--- config.mk ---
export PLATFORM = sky130hd
export DESIGN_NAME = mem_arbiter
export DESIGN_NICKNAME = d
export VERILOG_FILES = /design/src/rtl/mem_arbiter_pkg.sv /design/src/rtl/mem_arb_grant.sv /design/src/rtl/mem_arbiter.sv
export SDC_FILE = /design/constraint.sdc
export NUM_CORES = 1
export LEC_CHECK = 0
export CORE_AREA = 3 3 632 634
export DETAILED_ROUTE_END_ITERATION = 8
export DIE_AREA = 0 0 635 637
export PLACE_DENSITY = 0.3
export SLEW_MARGIN = 20
export SYNTH_ARGS = -nofsm -noshare
export SYNTH_HDL_FRONTEND = slang
export SYNTH_SLANG_ARGS = --single-unit
export TNS_END_PERCENT = 100
--- constraint.sdc ---
create_clock -name clk -period 2.1 [get_ports clk]
set_input_delay 0.63 -clock clk [delete_from_list [all_inputs] [get_ports clk]]
set_output_delay 0.63 -clock clk [all_outputs]
set_load 0.01 [all_outputs]
--- src/rtl/mem_arbiter_pkg.sv ---
// Shared types and default widths for the two-port memory arbiter.
package mem_arb_types;

  localparam int unsigned MEM_ARB_ADDR_W = 32;
  localparam int unsigned MEM_ARB_LINE_W = 256;

  // Arbiter FSM states
  typedef enum logic [1:0] {
    IDLE    = 2'd0,
    SERVE_I = 2'd1,
    SERVE_D = 2'd2
  } state_e;

  // Requester identity, used for tie-break input and output
  typedef enum logic {
    PORT_I = 1'b0,
    PORT_D = 1'b1
  } port_sel_e;

endpackage

--- src/rtl/mem_arb_grant.sv ---
// Combinational tie-break between the I-cache and D-cache requests.
// A lone requester always wins; on a tie the port that was not served
// last wins. Feeding i_last = PORT_I permanently gives fixed D priority.
module mem_arb_grant
  import mem_arb_types::*;
(
  input  logic      i_req_i,
  input  logic      i_req_d,
  input  port_sel_e i_last,
  output port_sel_e o_sel
);

  // Pick the winning port from the two request bits and the last-served port
  always_comb begin
    o_sel = PORT_I;
    if (i_req_d && !i_req_i) begin
      o_sel = PORT_D;
    end else if (i_req_d && i_req_i) begin
      o_sel = (i_last == PORT_I) ? PORT_D : PORT_I;
    end
  end

endmodule

--- src/rtl/mem_arbiter.sv ---
// Two-requester arbiter between the I-cache, the D-cache and the single
// physical memory port. One requester is granted at a time and the grant
// is held until pmem_resp, at which point the FSM returns to IDLE.
// Optional feature macro: MEM_ARB_ROUND_ROBIN_EN -- when defined, ties
// alternate using a last-served register; otherwise the D-cache always
// wins a tie.
module mem_arbiter
  import mem_arb_types::*;
#(
  parameter int unsigned ADDR_W = MEM_ARB_ADDR_W,
  parameter int unsigned LINE_W = MEM_ARB_LINE_W
) (
  input  logic              clk,
  input  logic              rst,
  // I-cache port
  input  logic              imem_read,
  input  logic              imem_write,
  input  logic [ADDR_W-1:0] imem_address,
  input  logic [LINE_W-1:0] imem_wdata,
  output logic [LINE_W-1:0] imem_rdata,
  output logic              imem_resp,
  // D-cache port
  input  logic              dmem_read,
  input  logic              dmem_write,
  input  logic [ADDR_W-1:0] dmem_address,
  input  logic [LINE_W-1:0] dmem_wdata,
  output logic [LINE_W-1:0] dmem_rdata,
  output logic              dmem_resp,
  // Physical memory port
  output logic              pmem_read,
  output logic              pmem_write,
  output logic [ADDR_W-1:0] pmem_address,
  output logic [LINE_W-1:0] pmem_wdata,
  input  logic [LINE_W-1:0] pmem_rdata,
  input  logic              pmem_resp
);

  state_e    r_state;
  port_sel_e w_last;
  port_sel_e w_sel;
  logic      w_req_i;
  logic      w_req_d;

  assign w_req_i = imem_read | imem_write;
  assign w_req_d = dmem_read | dmem_write;

  // Read data is broadcast; only the resp pulse tells a cache it is theirs
  assign imem_rdata = pmem_rdata;
  assign dmem_rdata = pmem_rdata;

`ifdef MEM_ARB_ROUND_ROBIN_EN
  port_sel_e r_last;

  // Remember which port completed most recently; starts as I so D wins first
  always_ff @(posedge clk) begin
    if (rst) begin
      r_last <= PORT_I;
    end else if (pmem_resp) begin
      if (r_state == SERVE_I) begin
        r_last <= PORT_I;
      end else if (r_state == SERVE_D) begin
        r_last <= PORT_D;
      end
    end
  end

  assign w_last = r_last;
`else
  // Pretending I was always served last makes D win every tie
  assign w_last = PORT_I;
`endif

  mem_arb_grant u_grant (
    .i_req_i (w_req_i),
    .i_req_d (w_req_d),
    .i_last  (w_last),
    .o_sel   (w_sel)
  );

  // Grant FSM: arbitrate in IDLE, hold the grant until memory completes
  always_ff @(posedge clk) begin
    if (rst) begin
      r_state <= IDLE;
    end else begin
      unique case (r_state)
        IDLE: begin
          if (w_req_i || w_req_d) begin
            r_state <= (w_sel == PORT_D) ? SERVE_D : SERVE_I;
          end
        end
        SERVE_I, SERVE_D: begin
          if (pmem_resp) begin
            r_state <= IDLE;
          end
        end
        default: r_state <= IDLE;
      endcase
    end
  end

  // Route the granted port to memory and steer pmem_resp back to it only
  always_comb begin
    pmem_read    = 1'b0;
    pmem_write   = 1'b0;
    pmem_address = '0;
    pmem_wdata   = '0;
    imem_resp    = 1'b0;
    dmem_resp    = 1'b0;
    unique case (r_state)
      SERVE_I: begin
        pmem_read    = imem_read;
        pmem_write   = imem_write;
        pmem_address = imem_address;
        pmem_wdata   = imem_wdata;
        imem_resp    = pmem_resp;
      end
      SERVE_D: begin
        pmem_read    = dmem_read;
        pmem_write   = dmem_write;
        pmem_address = dmem_address;
        pmem_wdata   = dmem_wdata;
        dmem_resp    = pmem_resp;
      end
      default: begin
      end
    endcase
  end

endmodule

---- Yosys cells after proc, flatten, opt, wreduce, memory -nomap -nowiden ----
Index checks and enable logic that the tools add are counted.
word-level totals
  output and inout bits ................... 804
  register bits after elaboration ......... 2
operators by class
  bitwise operators ....................... 2
  mux-type cells .......................... 12
  reduce and logical (&&, ||, !) cells .... 7
  eq/ne operators ......................... 4
operators by type and width
  cell                                            number
  case mux 256 bit (2 select lines)               1
  case mux 32 bit (2 select lines)                1
  2-to-1 mux 2 bit                                3
  2-to-1 mux 1 bit                                4
  inequality test 2 bit (second input constant)   2
  case mux 1 bit (2 select lines)                 2
  case mux 2 bit (2 select lines)                 1
  == test 2 x 1 -> 1 bit (second input constant)  1
  == test 2 bit (second input constant)           1
  logical AND 1 bit                               2
  zero test 2 bit                                 1
  OR 1 bit                                        2
  AND reduction 2 bit                             1
  OR reduction 2 bit                              1
  zero test 1 bit                                 1
  logical OR 1 bit                                1

---- Longest topological paths before layout ----
  depth in word-level cells ............... 7
  gate-level depth with buffers ........... 6
  depth with buffers taken out ............ 5

---- Modules after synthesis ----
Synthesis repeated with hierarchy kept, for this count alone.
second synthesis, totals
  cell total of the unflattened synthesis .. 1,212
  area, all modules ....................... 8,490.6 um^2
by module, submodules not included
  module         sequential area each (um^2)  area an instance (um^2)  instances  cells an instance
  mem_arbiter    40.0                         8,479.4                  1          1,211
  mem_arb_grant  0.0                          11.3                     1          1

---- Worst setup path before layout ----
Ideal clock, no wire load.
  kind .................................... flip-flop to output port
  start point ............................. register r_state[0]
  end point ............................... output pmem_address[0]
  stages on the path, launching flop included .. 6
  arrival ................................. 1.298 ns
  data required time ...................... 1.470 ns
  slack ................................... 0.172 ns
  cell sequence ........................... dfxtp_1 inv_1 ha_1 buf_2 clkbuf_1 nor2b_1
between the ends
  longest elaborated chain between the ends .. 2
  elaborated cells on any way between the ends .. 3
ends and longest elaborated chain
  element                                                  line                RTL
  start, declared                                          mem_arbiter.sv:38   state_e r_state;
  start signal, assigned                                   mem_arbiter.sv:88   r_state <= (w_sel == PORT_D) ? SERVE_D : SERVE_I;
  == test 2 bit or == test 2 x 1 -> 1 bit (tied branches)  mem_arbiter.sv:109  unique case (r_state)
  case mux 32 bit (2 select lines) (*)                     mem_arbiter.sv:109
  end, declared                                            mem_arbiter.sv:32   output logic [ADDR_W-1:0] pmem_address,
Mark *: on every way between the ends. The rest lies on a longest branch, timed or not.

---- Worst setup path after layout ----
  start point ............................. register r_state[1]
  end point ............................... output pmem_wdata[195]
between the ends
  longest elaborated chain between the ends .. 2
  elaborated cells on any way between the ends .. 3
ends and longest elaborated chain
  element                                                  line                RTL
  == test 2 bit or == test 2 x 1 -> 1 bit (tied branches)  mem_arbiter.sv:109
  case mux 256 bit (2 select lines) (*)                    mem_arbiter.sv:109
  end, declared                                            mem_arbiter.sv:33   output logic [LINE_W-1:0] pmem_wdata,
Marked as above.

==> impl_results.md <==
* Violated checks: setup timing
* Clock Pin Slew Worst Setup and Hold Paths at 30 ps
* CP Data Arrival Time at 2220 ps
* Final std cells w/o fill at 7097
* Die width at 635 um
* Syn nets at 2049
* Most common cell after layout, fill and taps aside: clkdlybuf4s50_1
* H-tree Lvls at 1
* Vias post-DR at 14.0k
* Tot GR Track Use at 0.140
* NetSw at 0.00669 W
* Max Cap Viol at 0
* Number of remaining DRC errors at 0
* Largest net degree at the start of global routing at 43
* Final period util at 1.36
* Mapped Avg Cell Area at 7.25 um2
* Area grow syn2layout at 256%
* Worst-margin pin slew at 714 ps
* Status: complete, but fails checks
* Clock root cell: clkbuf_16
* Average vias per placed instance at 1.97
* Hold path depth at 3
* 1st-iter DRT viols at 838
* Post-synth top area cell: buf_4
* DR pass1 iterations at 6
* Switch share at 0.447
* Reg with most FFs: r_state
* Cts bufs inserted at 3
* Worst R2R Setup Slack at -80 ps
* Leak at 9.09 nW
* Crit start category: register
* Crit path required time at 1470 ps
* DIE AREA at 404000 um2
* RSZ-0062 raised after global routing: true
* Core area at 395000 um2
* Most frequent cells in the layout: 575 x clkdlybuf4s50_1, 363 x buf_12, 245 x nor2b_4, 242 x a22oi_2, 104 x buf_6
* TNS Setup at -153160 ps
* Final WL at 299 mm
* Metal2 WL at 133 mm
* Logic gate share of total power at 0.977
* Clock Sinks at 2
* PD cells at 480 nW/um2
* Layout Skew at 3.92 ps
* Final Hold Fails at 0
* CTS Buffer Depth at 2
* Vias in the first global route at 13.6k
* Final Net Count at 2666
* Crit path setup slack, layout at -746 ps
* Dominant cells by area after synthesis: buf_4 46%, a22oi_1 25%, nor2b_1 21%, buf_6 2.3%, clkbuf_8 2.2%
* CP Class: reg -> out
* Register share of total power at 0.004
* Global-route wire length before repair at 330 mm
* Yosys reg bits at 2
* Post-Route M1 WL at 90.5 mm
* Die Y-Extent at 637 um
* Wire per inst at 42.1 um
* Initial Util at 0.0222
* Max Fanout on Critical Path at 6
* Total grt overflow at 0
* Port Buf Inserts at 874
* Clk pwr share at 0.019
* Final setup violation count at 294
* R2R cell count at 12
* DR top layer: met5
* Fmax at 0.351 GHz
* Fill cells at 46.0k
* Seq/Total Area, Yosys at 0.00458
* Post-synthesis cell area at 8750 um2
* Boundary Pins at 1643
* Synth warn at 0
* Placed cells at 6872
* Relative slew slack at 0.524
* Antenna Nets Post-Route at 0
* Worst-skew pair later-pin latency at 230 ps
* Worst min path class: reg -> reg
* GP Congestion at 0.912
* Synthesized netlist cell count at 1207
* Final Instance Area at 31200 um2
* Hpwl dp at 265 mm
* Synth unique cells at 19
* Final-report max-slew violation count at 0
* Initial antenna violation count at 215
* Met3 wire len at 62.5 mm
* Hold path startpoint: r_state[1]$_SDFFE_PP0P_
* Worst vdd ir at 0.000228 V
* Post-synth top area share at 0.462
* Layout cells sized above 1 at 0.644
* DP Area at 24000 um2
* Hold bufs inserted after CTS at 0
* RR Endpoint: r_state[1]$_SDFFE_PP0P_
* Hold_ws at 643 ps
* Largest registers: r_state: 2 flops
* CP endpoint kind: primary output
* Worst R2R Start: r_state[1]$_SDFFE_PP0P_
* Number of cell rows at 231
* Total power draw at 0.0150 W
* CTS tree: built
* Internal Power at 0.00827 W
* Max reg flops at 2
* Crit path time final at 2850 ps
* Worst Hold Endpoint: r_state[1]$_SDFFE_PP0P_
[what timing repair did]
action	4_1_cts	5_1_grt
hold endpoints to repair	0	0
gates resized for setup	1045	256
buffers inserted	117	50
setup endpoints to repair	292	294
gates cloned	58	16
pin swaps	54	74
[power by group through the flow]
stage	Combinational, W	Sequential, W	Clock [W]
CTS	0.0145	0.0000516	0.000290
global placement	0.00876	0.0000496	0
floorplan	0.00328	0.0000471	0
global route	0.0153	0.0000547	0.000294
finish	0.0146	0.0000539	0.000287
detailed placement	0.00870	0.0000497	0
[kinds of logic (layout without fill, tap and decap cells)]
group	after synthesis	after routing	share of synthesized area
flops	2	2	0.00458
fa+ha+maj	3	3	0.00429
other cells	0	33	0
buf+inv	610	1225	0.526
compound gates	295	295	0.253
simple gates	297	297	0.212
[worst max-delay path: stages, from the launching register on]
cell,delay [ps]
dfxtp_4,360
inv_4,50
ha_4,170
buf_12,130
buf_16,140
buf_16,150
buf_8,140
buf_6,130
a22oi_2,410
nor2b_2,120
buf_12,170
[stage by stage]
step	worst slack, ps	util
detailed placement	-1450	0.0608
finish	-746	0.0790
global route	-765	0.0788
global placement	-1530	0.0608
CTS	-828	0.0761
floorplan	172	-
[metal layers]
metal | track usage | up-vias
met2 | 0.223 | 1985
met3 | 0.141 | 591
met5 | 0.00744 | -
met4 | 0.0382 | 136
li1 | - | 4927
met1 | 0.122 | 6322
[area by class of cell]
class	count	area, um2	share of cell area
diodes	33	82.6	0.00265
flip-flops and latches	2	45.0	0.00144
well taps	5242	6560	0.210
repair buffers	1220	17100	0.549
inverters	2	10.0	0.000321
multi-input cells	595	7280	0.234
clock buffers	3	75.1	0.00241
[cells in the mapped netlist]
library cell,instances
and2_1,2
nand2b_1,1
ha_1,3
o21ai_0,2
a211oi_2,1
a21oi_1,2
clkbuf_1,22
dfxtp_1,2
nor2_1,1
a22oi_1,290
nor2b_1,290
and2b_1,1
nor3b_1,1
clkbuf_8,14
buf_4,538
nand3b_1,1
buf_2,16
inv_1,2
buf_6,18
[worst max-delay path by stage]
stage / startpoint / endpoint / slack (ps)
detailed placement: r_state[1]$_SDFFE_PP0P_ / pmem_wdata[248] / -1450
floorplan: r_state[0]$_SDFFE_PP0P_ / pmem_address[0] / 170
finish: r_state[1]$_SDFFE_PP0P_ / pmem_wdata[195] / -750
global placement: dmem_wdata[101] / pmem_wdata[101] / -1530
global route: r_state[1]$_SDFFE_PP0P_ / pmem_wdata[128] / -760
CTS: r_state[1]$_SDFFE_PP0P_ / pmem_wdata[128] / -830
Note: power is estimated with default switching activity, not from simulation.
